[config.mk]
export PLATFORM = sky130hd
export DESIGN_NAME = addsub_multicycle
export DESIGN_NICKNAME = d
export VERILOG_FILES = /design/src/rtl/addsub_pkg.sv /design/src/rtl/addsub_limb.sv /design/src/rtl/addsub_multicycle.sv
export SDC_FILE = /design/constraint.sdc
export NUM_CORES = 1
export LEC_CHECK = 0
export BUFFER_PORTS_ARGS = -buffer_cell sky130_fd_sc_hd__buf_2
export CAP_MARGIN = 5
export CORE_MARGIN = 8
export CORE_UTILIZATION = 30
export DETAILED_ROUTE_END_ITERATION = 7
export PLACE_DENSITY_LB_ADDON = 0.12
export SYNTH_ARGS = -nofsm -noshare
export SYNTH_HDL_FRONTEND = slang
export SYNTH_SLANG_ARGS = --single-unit
[constraint.sdc]
create_clock -name clk_i -period 3.55 [get_ports clk_i]
set_input_delay 0.1775 -clock clk_i [delete_from_list [all_inputs] [get_ports clk_i]]
set_output_delay 0.1775 -clock clk_i [all_outputs]
set_load 0.01 [all_outputs]
[src/rtl/addsub_pkg.sv]
// Shared types and constants for the multi-limb add/subtract unit.
package addsub_pkg;

    typedef enum logic [1:0] {
        IDLE = 2'd0,
        CALC = 2'd1,
        DONE = 2'd2
    } addsub_state_t;

    localparam logic ADD = 1'b0;
    localparam logic SUB = 1'b1;

endpackage

[src/rtl/addsub_limb.sv]
// One LIMB-bit slice of the adder: a + b + cin, with MSB taps for overflow detection.
module addsub_limb #(
    parameter int LIMB = 8
) (
    input  logic [LIMB-1:0] a_i,
    input  logic [LIMB-1:0] b_i,
    input  logic            cin_i,
    output logic [LIMB-1:0] sum_o,
    output logic            cout_o,
    output logic            a_msb_o,
    output logic            b_msb_o,
    output logic            s_msb_o
);

    always_comb begin
        {cout_o, sum_o} = {1'b0, a_i} + {1'b0, b_i} + {{LIMB{1'b0}}, cin_i};
        a_msb_o = a_i[LIMB-1];
        b_msb_o = b_i[LIMB-1];
        s_msb_o = sum_o[LIMB-1];
    end

endmodule

[src/rtl/addsub_multicycle.sv]
// Serial multi-precision add/subtract, one LIMB per cycle with registered inter-limb carry.
// Optional build macro ADDSUB_SAT_EN enables saturation of the result on signed overflow.
module addsub_multicycle
    import addsub_pkg::*;
#(
    parameter int WIDTH = 32,
    parameter int LIMB  = 8
) (
    input  logic             clk_i,
    input  logic             rst_i,
    input  logic             valid_i,
    output logic             ready_o,
    input  logic [WIDTH-1:0] a_i,
    input  logic [WIDTH-1:0] b_i,
    input  logic             add_sub_i,
    output logic             valid_o,
    input  logic             ready_i,
    output logic [WIDTH-1:0] result_o,
    output logic             cout_o,
    output logic             ovf_o,
    output logic             zero_o,
    output logic             neg_o
);

    localparam int NLIMB = WIDTH / LIMB;
    localparam int IDXW  = (NLIMB > 1) ? $clog2(NLIMB) : 1;
    localparam logic [IDXW-1:0] LAST_IDX = IDXW'(NLIMB - 1);

    addsub_state_t    state_q, state_d;
    logic [WIDTH-1:0] a_q, a_d;
    logic [WIDTH-1:0] bx_q, bx_d;
    logic             carry_q, carry_d;
    logic [IDXW-1:0]  idx_q, idx_d;
    logic [WIDTH-1:0] res_q, res_d;
    logic             cout_q, cout_d;
    logic             ovf_q, ovf_d;
    logic             zero_q, zero_d;
    logic             neg_q, neg_d;

    logic [LIMB-1:0]  limb_a, limb_b, limb_sum;
    logic             limb_cout, limb_a_msb, limb_b_msb, limb_s_msb;
    logic [WIDTH-1:0] res_next;
    logic [WIDTH-1:0] res_final;
    logic             ovf_next;

`ifdef ADDSUB_SAT_EN
    function automatic logic [WIDTH-1:0] saturate(input logic a_neg);
        return a_neg ? {1'b1, {(WIDTH-1){1'b0}}} : {1'b0, {(WIDTH-1){1'b1}}};
    endfunction
`endif

    assign limb_a = a_q[int'(idx_q)*LIMB +: LIMB];
    assign limb_b = bx_q[int'(idx_q)*LIMB +: LIMB];

    addsub_limb #(.LIMB(LIMB)) u_limb (
        .a_i     (limb_a),
        .b_i     (limb_b),
        .cin_i   (carry_q),
        .sum_o   (limb_sum),
        .cout_o  (limb_cout),
        .a_msb_o (limb_a_msb),
        .b_msb_o (limb_b_msb),
        .s_msb_o (limb_s_msb)
    );

    always_ff @(posedge clk_i or posedge rst_i) begin
        if (rst_i) begin
            state_q <= IDLE;
            a_q     <= '0;
            bx_q    <= '0;
            carry_q <= 1'b0;
            idx_q   <= '0;
            res_q   <= '0;
            cout_q  <= 1'b0;
            ovf_q   <= 1'b0;
            zero_q  <= 1'b0;
            neg_q   <= 1'b0;
        end else begin
            state_q <= state_d;
            a_q     <= a_d;
            bx_q    <= bx_d;
            carry_q <= carry_d;
            idx_q   <= idx_d;
            res_q   <= res_d;
            cout_q  <= cout_d;
            ovf_q   <= ovf_d;
            zero_q  <= zero_d;
            neg_q   <= neg_d;
        end
    end

    always_comb begin
        state_d = state_q;
        case (state_q)
            IDLE:    if (valid_i) state_d = CALC;
            CALC:    if (idx_q == LAST_IDX) state_d = DONE;
            DONE:    if (ready_i) state_d = IDLE;
            default: state_d = IDLE;
        endcase
    end

    always_comb begin
        a_d      = a_q;
        bx_d     = bx_q;
        carry_d  = carry_q;
        idx_d    = idx_q;
        res_d    = res_q;
        cout_d   = cout_q;
        ovf_d    = ovf_q;
        zero_d   = zero_q;
        neg_d    = neg_q;
        res_next = res_q;
        res_next[int'(idx_q)*LIMB +: LIMB] = limb_sum;
        // Overflow only matters on the top limb, where the MSB taps are the word's sign bits.
        ovf_next = (limb_a_msb == limb_b_msb) && (limb_s_msb != limb_a_msb);
`ifdef ADDSUB_SAT_EN
        res_final = ovf_next ? saturate(limb_a_msb) : res_next;
`else
        res_final = res_next;
`endif
        case (state_q)
            IDLE: begin
                if (valid_i) begin
                    a_d     = a_i;
                    bx_d    = b_i ^ {WIDTH{add_sub_i == SUB}};
                    carry_d = (add_sub_i == SUB);
                    idx_d   = '0;
                end
            end
            CALC: begin
                carry_d = limb_cout;
                if (idx_q == LAST_IDX) begin
                    idx_d  = '0;
                    res_d  = res_final;
                    cout_d = limb_cout;
                    ovf_d  = ovf_next;
                    zero_d = (res_final == '0);
                    neg_d  = res_final[WIDTH-1];
                end else begin
                    idx_d = idx_q + 1'b1;
                    res_d = res_next;
                end
            end
            default: ;
        endcase
    end

    always_comb begin
        ready_o  = (state_q == IDLE);
        valid_o  = (state_q == DONE);
        result_o = res_q;
        cout_o   = cout_q;
        ovf_o    = ovf_q;
        zero_o   = zero_q;
        neg_o    = neg_q;
    end

endmodule

==> impl.org, run 1 <==
** Run status
- Run status :: finished, final reports clean

** Logic synthesis
- Number of distinct library cell variants in the gate-level netlist after synthesis :: 51
- Area fraction of the dominant cell type after synthesis :: 0.506
- Number of synthesis warnings :: 0
- Post-synth ARST share :: 1.00
- Parity-gate share of the synthesized area counting xor and xnor cells :: 0.0607
- Among all flip-flop cells after synthesis, the most frequent one is sky130_fd_sc_hd__dfrtp_1.
- Synthesis-stage register bit count :: 105
- Ranked by total cell area, the synthesized netlist is headed by sky130_fd_sc_hd__dfrtp_1 51%, sky130_fd_sc_hd__mux2_2 7.2%, sky130_fd_sc_hd__mux4_2 6.9%.
- The compound-cell area share of the yosys netlist is 0.136.
- Share of synthesized cell area in and, or, nand and nor gates :: 0.0896
- By area, the combinational part of the netlist is dominated by multiplexers.
- Top cells by instance count after synthesis :: 105 x sky130_fd_sc_hd__dfrtp_1, 43 x sky130_fd_sc_hd__a21oi_1, 42 x sky130_fd_sc_hd__nor2_1, 35 x sky130_fd_sc_hd__xnor2_1, 33 x sky130_fd_sc_hd__mux2_2
- Counting every net in the synthesized netlist gives 527.
- Post-synthesis instance total :: 443
- Number of flops mapped to enable cells by yosys :: 0
- For this run, the register share of the synthesized area comes to 0.506.
- The synthesized design spends more area on one cell type than any other, namely sky130_fd_sc_hd__dfrtp_1.
- Most frequent cell after synthesis :: sky130_fd_sc_hd__dfrtp_1
- Adder-cell share of the synthesized area :: 0.0390
- The synthesized netlist occupies a cell area of 0.00520 mm^2.
- Mux share of post-synthesis cell area :: 0.143
- Averaged over all synthesized cells, the footprint is around 12 um^2.

** Drt
- Avg WL per Cell :: 17.7 um
- Vias post-DR :: about 3800
- Initial DRC count :: approximately 210
- Routed wl met3 :: 739 um
- Total DRC errors in the routed layout :: 0
- The count of nets left with antenna violations once routing finished came out at 0.
- DRT Pass-1 Iters :: 4
- Signal routing reaches up to met4.
- The routed design uses around 6800 um of met2 wire.
- For this block, wires on met1 add up to between 6000 and 7000 um.
- WL final :: between 10000 and 15000 um
- Per-cell via count in the routed design :: 4.86

** Setup path
- In this run the worst path has a maximum fanout of 13.
- In this run the register-to-register setup slack is 0.28 ns.
- Critical path class :: reg -> reg
- STA puts the critical path data required time at around 3.8 ns.
- At the worst endpoint, the arrival time is 3.51 ns.
- Kind of end point of the critical path :: flip-flop
- Critical Path Source Type :: flip-flop
- Reg-to-Reg Start :: idx_q[0]
- Logic depth of the worst register-to-register path :: 10
- The endpoint identified for the worst register-to-register timing path is zero_o.

** STA
- Summed over all failing endpoints, the final setup total negative slack is 0 ns.
- Setup violations remaining at the end of the flow were counted as 0.
- Post-layout min period :: 3.27 ns
- Total count of max-transition violations in the final report :: 0
- Final hold vios :: 0
- Achievable Freq :: just over 300 MHz
- Worst relative slew slack :: 0.416
- In the finished design, the share of the clock period the worst path needs comes to 0.921.
- In the post-route analysis, the smallest setup slack over all paths is around 0.28 ns.
- Unrepaired setup endpoints after global routing :: false
- Fin Clk Skew :: 0.00944 ns
- For the pin with the worst max-slew slack, the measured transition is 0.875 ns.

** Clocking
- The H-tree was split into 3 levels.
- Clk buf depth :: 2
- Clock latency reported for the late side of the worst-skew pair :: 0.35 ns
- Clock tree synthesis inserted a total of 9 buffers.
- Counting every sink on the clock net gives about 110.
- Root cell of the clock tree :: sky130_fd_sc_hd__clkbuf_16
- TritonCTS built the clock tree.
- After clock tree synthesis, the clock-pin slew on the worst setup and hold paths is about 0.07 ns.
- In this run the post-CTS setup repair buffer count came out at 0.

** Global routing
- Maximum number of pins on one net before global-route repair :: 66
- For this run the aggregate overflow at the end of global routing stands at 0.
- The first global-routing pass estimated approximately 23000 um of wire.
- Gr usage total :: 0.132
- Number of global-route vias before repair :: 4103
- Antenna violations before repair :: 0

** Worst hold path
- The worst hold path passes through 2 cells.
- The worst hold path belongs to the class in -> reg.
- Hold EP :: state_q[1]
- In this run the most critical hold path is launched from ready_i.

** Placed design
- Worst setup slack before clock tree synthesis :: 0.213 ns
- The number of placed instances, taps included, is 766.
- Detailed placement HPWL :: between 10000 and 15000 um
- Input and output buffers added on the ports amount to roughly 110.
- GP Congestion :: 0.802

** Die
- Horizontal die dimension :: 148 um
- The initial utilization of the core area, before any placement, comes to 0.304.
- The core region is 0.0171 mm^2.
- I/O pin total :: 107
- Die Ht :: 148 um
- The die covers 0.0218 mm^2.
- After floorplanning, the core was divided into 48 placement rows.

** Finish
- Final nets :: 637
- Of the cells placed in the final design, the portion with a size suffix greater than 1 is 0.342.
- Finished Layout Cells :: 783
- 0 antenna diodes ended up in the layout.
- Compared with the post-synthesis result, the final layout area differs by 21.6%.
- Final core utilization :: 0.369

** Pwr
- Areal power density over the cells :: 1190 mW/mm^2
- Leakage component of the power :: 2.82 nW
- Max IR drop VDD :: 832 uV

** Job
- Total of max-cap violations :: 0
==> worst max-delay path by stage <==
stage          startpoint     end  slack, ns  depth (start not counted)
3_5_place_dp     idx_q[0]  zero_o       0.21                          8
6_report         idx_q[0]  zero_o       0.28                         10
4_1_cts          idx_q[0]  zero_o       0.19                          8
2_1_floorplan    idx_q[0]  zero_o       0.18                         12
5_1_grt          idx_q[0]  zero_o        0.1                         10
3_3_place_gp     idx_q[0]  zero_o       0.30                          8
==> through the flow <==
step	instance area, um^2	total power [mW]	hold slack, ns
2_1_floorplan	5200	4.86	0.285
3_3_place_gp	6020	6.58	0.368
3_5_place_dp	6020	6.61	0.373
4_1_cts	6310	7.59	0.00289
5_1_grt	6320	8.12	0.0198
6_report	6320	7.51	0.0160
==> where the power goes <==
part	internal (mW)	total, mW	switching [mW]
Sequential	1.72	2.11	0.388
Clock	0.514	0.943	0.429
Combinational	1.97	4.46	2.49
Total	4.20	7.51	3.31
==> worst max-delay path, stage by stage (launching register included) <==
cell                       delay [ns]
sky130_fd_sc_hd__dfrtp_2         0.61
sky130_fd_sc_hd__mux4_2          0.59
sky130_fd_sc_hd__fa_1            0.46
sky130_fd_sc_hd__inv_1           0.09
sky130_fd_sc_hd__fa_1            0.20
sky130_fd_sc_hd__nor2b_1         0.07
sky130_fd_sc_hd__o31a_1          0.29
sky130_fd_sc_hd__o31a_1          0.28
sky130_fd_sc_hd__a21oi_1         0.21
sky130_fd_sc_hd__o221ai_1        0.15
sky130_fd_sc_hd__and3_1          0.19
==> logic make-up (layout without fill, tap and decap cells) <==
family	after synthesis	count (layout)
AOI/OAI and AO/OA	109	109
buffers and inverters	32	147
adders and majority gates	15	15
DFF	105	105
muxes	50	50
xor gates and xnor gates	36	36
and+or+nand+nor	96	96
==> cell type report <==
type                    instances  area [um^2]
fillers                      1745        10800
flip-flops and latches        105         2630
multi-input cells             306         2440
repair buffers                122          653
well taps                     225          282
clock buffers                  14          264
inverters                       9         36.3
clock inverters                 2         12.5
==> placed cells by master (no fill, tap or decap), types with 8 or more instances in the layout <==
cell type                   instances
sky130_fd_sc_hd__clkbuf_16          9
sky130_fd_sc_hd__mux2_2            33
sky130_fd_sc_hd__a22o_1            24
sky130_fd_sc_hd__dfrtp_1          104
sky130_fd_sc_hd__a21oi_1           43
sky130_fd_sc_hd__xnor2_1           35
sky130_fd_sc_hd__buf_2            106
sky130_fd_sc_hd__o21ai_0           16
sky130_fd_sc_hd__mux4_2            16
sky130_fd_sc_hd__ha_1              13
sky130_fd_sc_hd__nand2_1           23
sky130_fd_sc_hd__nor2_1            42
sky130_fd_sc_hd__buf_4             15
sky130_fd_sc_hd__inv_1              8
==> sequential cells by signal (all words and copies together), names as in the netlist, 2 cells and up <==
name	count
bx_q	32
idx_q	2
result_o	32
a_q	32
state_q	2
==> timing repair <==
| item | CTS | global route |
|---|---|---|
| resized for setup | 0 | 1 |
| endpoints found under the hold margin | 25 | 0 |
| hold buffers | 1 | 0 |
| endpoints found under the setup margin | 0 | 1 |
==> routing by layer <==
layer	track usage	vias up
met3	0.0358	18
met5	0	-
met4	0.0444	0
li1	-	1821
met1	0.167	1872
met2	0.216	91
Note: power is estimated with default switching activity, not from simulation.
==> inputs of run 2 (changes only) <==
- REMOVE_ABC_BUFFERS: not set -> 1
==> run 2 against run 1 <==
  * Sequential cell count is the same
  * Critical endpoint unchanged
  * Setup slack lost 0.025 ns
  * Core utilization shrank 0.15 points
  * Clock power shrank 1%
  * Highest routed layer unchanged
==> impl.org, run 2 (same netlist as run 1, synthesis figures left out) <==
** Global routing
- Aggregate global routing overflow :: 0 (unchanged)
- The number of global-route vias before repair came to 4169 (+1.6%).
- Wire length of the first global-routing pass :: 22700 um (+0.61%)
- Gr usage total :: 0.133 (about the same)
- The number of antenna violations at the first check in global routing is 0 (unchanged).
- The maximum number of pins on one net before global-route repair was 76 (+15%).

** Finish
- Fraction of final layout cells with drive strength greater than 1 :: 0.341 (-0.00175)
- The final net count is 634 (-0.47%).
- The final instance area was 0.00629 mm^2 (-0.40%).
- The number of diodes is 0 (unchanged).
- The library cell used most frequently in the layout, excluding fill and tap cells, is sky130_fd_sc_hd__buf_2.
- Area overhead of the layout relative to synthesis :: 21.1%
- Final core utilization :: 0.368 (-0.00146)
- The library cells used most frequently in the layout, excluding fill and tap cells, are 106 x sky130_fd_sc_hd__buf_2, 105 x sky130_fd_sc_hd__dfrtp_1, 43 x sky130_fd_sc_hd__a21oi_1.

** Drt
- Vias post-DR :: 3821 (+0.50%)
- Initial DRC count :: 174 (-16%)
- Avg WL per Cell :: 17.8 um (+0.70%)
- Total DRC errors in the routed layout :: 0 (unchanged)
- WL final :: 13900 um (+0.32%)
- The per-cell via count in the routed design came to 4.90 (+0.89%).
- The remaining antenna violation count is 0 (unchanged).
- DRT Pass-1 Iters :: 4 (unchanged)

** Clocking
- Post-CTS sizing :: 0 (unchanged)
- Post-CTS Setup Bufs :: 0 (unchanged)
- The root buffer cell chosen for the clock tree is sky130_fd_sc_hd__clkbuf_16.
- The clock sink total is 105 (unchanged).
- The number of hold-repair buffers added at the cts stage was 0 (-1).
- TritonCTS built the clock tree.
- The clock tree buffer depth came to 2 (unchanged).
- The number of H-tree levels came to 3 (unchanged).
- The clock insertion delay at the later pin of the skew report came to 0.35 ns (about the same).
- Clock Pin Slew Worst Setup and Hold Paths :: 0.07 ns (about the same)
- Cts bufs inserted :: 9 (unchanged)

** Job
- Total of max-cap violations :: 0 (unchanged)

** Setup path
- Broken down by cell family, the worst path's largest delay share belongs to compound AO/OA/AOI/OAI gates.
- The total buffers and inverters traversed by the critical path is 1 (unchanged).
- The highest cell delay on the worst timing path was 0.57 ns (-0.04 ns).
- Critical Path Source Type :: flip-flop
- The peak fanout along the critical path is 12 (-1).
- Slowest cell on the critical path :: sky130_fd_sc_hd__xnor2_1
- Data arrival at the endpoint of the critical path :: 3.54 ns (+0.03 ns)
- The setup path with the least slack is of type reg -> reg.
- The required time reported for the critical path endpoint came to 3.80 ns (about the same).
- Series of cell instances along the critical path :: buf_4 -> mux4_2 -> ha_1 -> nand3_1 -> o221ai_1 -> a21oi_1 -> xnor2_1 -> o311ai_0 -> and3_1
- The worst setup path is captured at a flip-flop.

** Worst hold path
- The min-delay analysis places its worst path in the category in -> reg.

** STA
- Total count of max-transition violations in the final report :: 0 (unchanged)
- Post-layout min period :: 3.29 ns (+0.0250 ns)
- The share of the cycle needed by the critical path after routing came to 0.928 (+0.00704).
- Achievable Freq :: 304 MHz (-0.76%)
- Unrepaired setup endpoints after global routing :: false
- Worst relative slew slack :: 0.368 (-0.0484)
- Transition at the pin with the smallest max-transition slack :: 0.948 ns (+0.0726 ns)
- Final hold vios :: 0 (unchanged)
- Fin Clk Skew :: 0.00937 ns (-0.0000697 ns)
- Setup violations, final :: 0 (unchanged)

** Die
- The number of primary I/O pins came to 107 (unchanged).
- The horizontal die dimension came to 148 um (unchanged).
- Die outline area :: 0.0218 mm^2 (unchanged)
- Die Ht :: 148 um (unchanged)
- The number of core rows is 48 (unchanged).
- The starting utilization of the core area is 0.304 (unchanged).
- The area of the core is 0.0171 mm^2 (unchanged).

** Pwr
- The leakage power was 2.80 nW (-0.42%).
- The worst IR drop on VDD is 502 uV (-40%).
- Areal power density over the cells :: 1170 mW/mm^2 (-1.5%)

** Placed design
- The final estimated routing congestion in global placement came to 0.835 (+4.1%).
- The placed instance area was 0.00602 mm^2 (about the same).
- The HPWL reported at the end of detailed placement came to 10500 um (-0.19%).
- The count of port buffers added during placement is 106 (unchanged).

** Run status
- Run status :: finished, final reports clean
-- run 2: cell count changes in the layout (fill, tap and decap cells not counted), sizes merged --
cell / previous run / this run
clkinv: 1 / 4
dlygate4sd3: 1 / 0
clkbuf: 14 / 10
buf: 121 / 119
inv: 9 / 10
-- run 2: area by class of cell --
type	count	area, um^2
repair buffers	119	641
clock inverters	6	43.8
inverters	9	36.3
fillers	1734	10800
well taps	225	282
flip-flops and latches	105	2630
multi-input cells	306	2430
clock buffers	10	229
-- run 2: worst paths after layout --
path                          start           to  slack (ns)  cells past startpoint
setup / recovery           idx_q[0]       zero_o        0.26                      9
hold / removal              ready_i   state_q[1]        0.02                      2
setup reg to reg           idx_q[0]       zero_o        0.26                      9
hold reg to reg               ovf_o        ovf_o        0.49                      2
max in group asynchronous     rst_i     bx_q[18]        2.70                      3
min in group asynchronous     rst_i  result_o[6]        0.03                      2
-- run 2: layer usage --
layer  track usage  up-vias  share of wire  routed length [um]
li1              -     1823              -                   -
met1         0.170     1891           0.46                6370
met2         0.212       97           0.47                6580
met3        0.0358       10          0.058                 808
met4        0.0444        0          0.011                 153
met5             0        -              0                   0
-- run 2: metrics by stage --
step | hold slack, ns | instances | power, mW | setup TNS, ns | worst slack (ns)
after floorplan | 0.285 | 420 | 4.81 | -0.0870 | -0.0870
after global placement | 0.385 | 764 | 6.46 | 0 | 0.311
after detailed placement | 0.387 | 764 | 6.53 | 0 | 0.212
after CTS | 0.0162 | 780 | 7.51 | 0 | 0.170
after global routing | 0.0311 | 780 | 8.04 | 0 | 0.0354
final | 0.0218 | 780 | 7.37 | 0 | 0.255
-- run 2: report_power, final --
part / switching [mW] / internal, mW
Combinational: 2.49 / 1.89
Sequential: 0.341 / 1.72
Clock: 0.456 / 0.479
Total: 3.28 / 4.09
==> inputs of run 3 (changes only) <==
- CORE_UTILIZATION: 30 -> 40
- PLACE_DENSITY: not set -> 0.62
- PLACE_DENSITY_LB_ADDON: 0.12 -> not set
- REMOVE_ABC_BUFFERS: 1 -> not set
==> run 3 against run 2 <==
  * Die area is 22% lower
  * Register-to-register slack better by 0.09 ns
  * Sequential power is 2% higher
  * Hold slack worse by 0.011 ns
  * First-iteration DRC count is 56% higher
  * Total power is 1.3% lower
  * Final cell count is 7.3% lower
  * Largest power group unchanged
==> impl.org, run 3 (same netlist as run 1, synthesis figures left out) <==
** Run status
- Run status :: finished, final reports clean

** Drt
- Vias post-DR :: 3796 (-0.65%)
- The number of DRC violations after detailed routing is 0 (unchanged).
- The remaining antenna violation count is 0 (unchanged).
- The count of routing violations after the opening detailed-route iteration was 272 (+56%).
- WL final :: 12900 um (-7.6%)
- The per-cell via count in the routed design was 5.25 (+7.2%).
- DRT Pass-1 Iters :: 4 (unchanged)
- The post-detailed-route wirelength per cell came to 17.8 um (-0.33%).

** Clocking
- CTS sink cnt :: 105 (unchanged)
- The count of buffers added by post-CTS timing repair for setup came to 0 (unchanged).
- The number of hold-repair buffers added at the cts stage is 0 (unchanged).
- Cts bufs inserted :: 9 (unchanged)
- Post-CTS sizing :: 0 (unchanged)
- The clock tree buffer depth was 2 (unchanged).
- Root cell of the clock tree :: sky130_fd_sc_hd__clkbuf_16
- The clock insertion delay at the later pin of the skew report was 0.35 ns (about the same).
- Clock tree from TritonCTS :: yes
- H-Tree Level Count :: 3 (unchanged)
- The clock-pin slew on the worst setup and hold paths came to 0.07 ns (about the same).

** Job
- The max-cap check violation count is 0 (unchanged).

** Placed design
- The total instance count after detailed placement was 708 (-7.3%).
- Detailed placement HPWL :: 9750 um (-7.2%)
- The count of port buffers added during placement was 106 (unchanged).
- GP Congestion :: 0.851 (+2.0%)

** STA
- Total count of max-transition violations in the final report :: 0 (unchanged)
- Final hold vios :: 0 (unchanged)
- The accumulated negative setup slack was 0 ns (unchanged).
- Worst relative slew slack :: 0.369 (+0.000692)
- Transition at the pin with the smallest max-transition slack :: 0.947 ns (-0.00104 ns)
- Achievable Freq :: 312 MHz (+2.8%)
- Post-layout min period :: 3.21 ns (-0.0894 ns)
- Fin Clk Skew :: 0.00995 ns (+0.000585 ns)
- The share of the cycle needed by the critical path after routing is 0.903 (-0.0252).
- The total of endpoints with negative setup slack in the final report was 0 (unchanged).
- Setup repair after global routing left no endpoint under its margin.

** Global routing
- The number of antenna violations at the first check in global routing came to 0 (unchanged).
- Aggregate global routing overflow :: 0 (unchanged)
- The first-pass GRT wire length was 20800 um (-8.4%).
- Maximum number of pins on one net before global-route repair :: 80 (+5.3%)
- Number of global-route vias before repair :: 4055 (-2.7%)
- The all-layer global routing usage was 0.159 (+0.0265).

** Finish
- Leaving out fill and tap cells, the most frequent cell in the layout is sky130_fd_sc_hd__buf_2.
- Final nets :: 631 (-0.47%)
- The core utilization of the finished layout was 0.491 (+0.124).
- The library cells used most frequently in the layout, excluding fill and tap cells, are 106 x sky130_fd_sc_hd__buf_2, 105 x sky130_fd_sc_hd__dfrtp_1, 43 x sky130_fd_sc_hd__a21oi_1.
- Area overhead of the layout relative to synthesis :: 19.8%
- Finished Layout Cells :: 723 (-7.3%)
- The share of final-layout standard cells stronger than drive strength 1 came to 0.338 (-0.00297).
- Total inserted antenna cells :: 0 (unchanged)
- The number of inserted filler cells in the final layout came to 1188 (-31%).

** Die
- The number of core rows was 41 (-15%).
- Die Ht :: 130 um (-12%)
- Initial core utilization :: 0.410 (+0.107)
- The horizontal die dimension was 130 um (-12%).
- Die outline area :: 0.0169 mm^2 (-22%)
- The area of the core is 0.0127 mm^2 (-26%).
- I/O pin total :: 107 (unchanged)

** Worst hold path
- The path class of the tightest hold or removal check is in -> reg.

** Pwr
- Power after layout :: 7.28 mW (-1.3%)
- The proportion of power drawn by the clock network is 0.136 (+0.009).
- The leakage power was 2.80 nW (-0.10%).
- Fraction of power consumed by sequential logic :: 0.288 (+0.008)
- The power density over the cells came to 1170 mW/mm^2 (-0.23%).
- The worst IR drop on VDD came to 551 uV (+9.7%).
- Power spent charging and discharging nets :: 3.17 mW (-3.4%)
- The total internal power was 4.11 mW (+0.46%).
- The power share of the combinational group came to 0.575 (-0.019).
- The fraction of power spent switching nets was 0.436 (-0.00976).

** Setup path
- The worst setup path is of the reg -> reg kind.
- Data arrival at the endpoint of the critical path :: 3.49 ns (-0.05 ns)
- Required time worst endpoint :: 3.83 ns (+0.03 ns)
- STA classifies the critical path startpoint as a flip-flop.
- The worst setup path is captured at a flip-flop.
- Largest fanout on the critical path :: 17 (+5)
==> run 3: cell count changes in the layout (fill, tap and decap cells not counted), sizes merged <==
cell,before,now
clkinv,4,3
buf,119,116
inv,10,9
bufinv,0,1
==> run 3: routing by layer <==
metal | track usage | share of wire | vias to the layer above | wire length [um]
met2 | 0.263 | 0.50 | 97 | 6440
li1 | - | - | 1813 | -
met5 | 0 | 0 | - | 0
met3 | 0.0375 | 0.053 | 9 | 682
met4 | 0.0451 | 0.0086 | 0 | 110
met1 | 0.204 | 0.44 | 1877 | 5620
==> run 3: final timing paths <==
check                          from           to  slack [ns]  cells after the start
min reg2reg                   neg_o        neg_o        0.48                      2
max in group asynchronous     rst_i     bx_q[18]        2.70                      3
max reg2reg                idx_q[0]       zero_o        0.34                      9
max                        idx_q[0]       zero_o        0.34                      9
min                         ready_i   state_q[1]        0.01                      2
min in group asynchronous     rst_i  result_o[3]        0.06                      2
==> run 3: critical path: stages, from the launching register on <==
cell	delay (ns)
sky130_fd_sc_hd__dfrtp_1	0.48
sky130_fd_sc_hd__buf_12	0.21
sky130_fd_sc_hd__mux4_2	0.51
sky130_fd_sc_hd__ha_1	0.39
sky130_fd_sc_hd__a21oi_1	0.20
sky130_fd_sc_hd__o22ai_1	0.10
sky130_fd_sc_hd__o32ai_1	0.75
sky130_fd_sc_hd__o32ai_1	0.18
sky130_fd_sc_hd__o21ai_1	0.14
sky130_fd_sc_hd__and3_1	0.15
==> run 3: power by group through the flow <==
| stage | clock network, mW | logic (mW) | registers [mW] |
|---|---|---|---|
| detailed placement | 0 | 4.19 | 2.12 |
| finish | 0.990 | 4.19 | 2.10 |
| CTS | 1.01 | 4.22 | 2.11 |
| global route | 1.05 | 4.61 | 2.16 |
| global placement | 0 | 4.10 | 2.12 |
| floorplan | 0 | 2.85 | 2.02 |
==> run 3: area by class of cell <==
type	count	area, um^2	share of cell area
Sequential cell	105	2630	0.422
Multi-Input combinational cell	306	2430	0.391
Timing Repair Buffer	116	618	0.0993
Clock buffer	10	239	0.0384
Tap cell	172	215	0.0346
Clock inverter	5	56.3	0.00904
Inverter	9	36.3	0.00583
==> run 3: per-stage QoR <==
stage               area [um^2]  hold slack [ns]  setup slack [ns]
CTS                        6230           0.0101             0.367
global placement           5930            0.373             0.474
finish                     6230           0.0111             0.345
global route               6230           0.0250             0.140
detailed placement         5930            0.378             0.381
floorplan                  5200            0.285             0.175
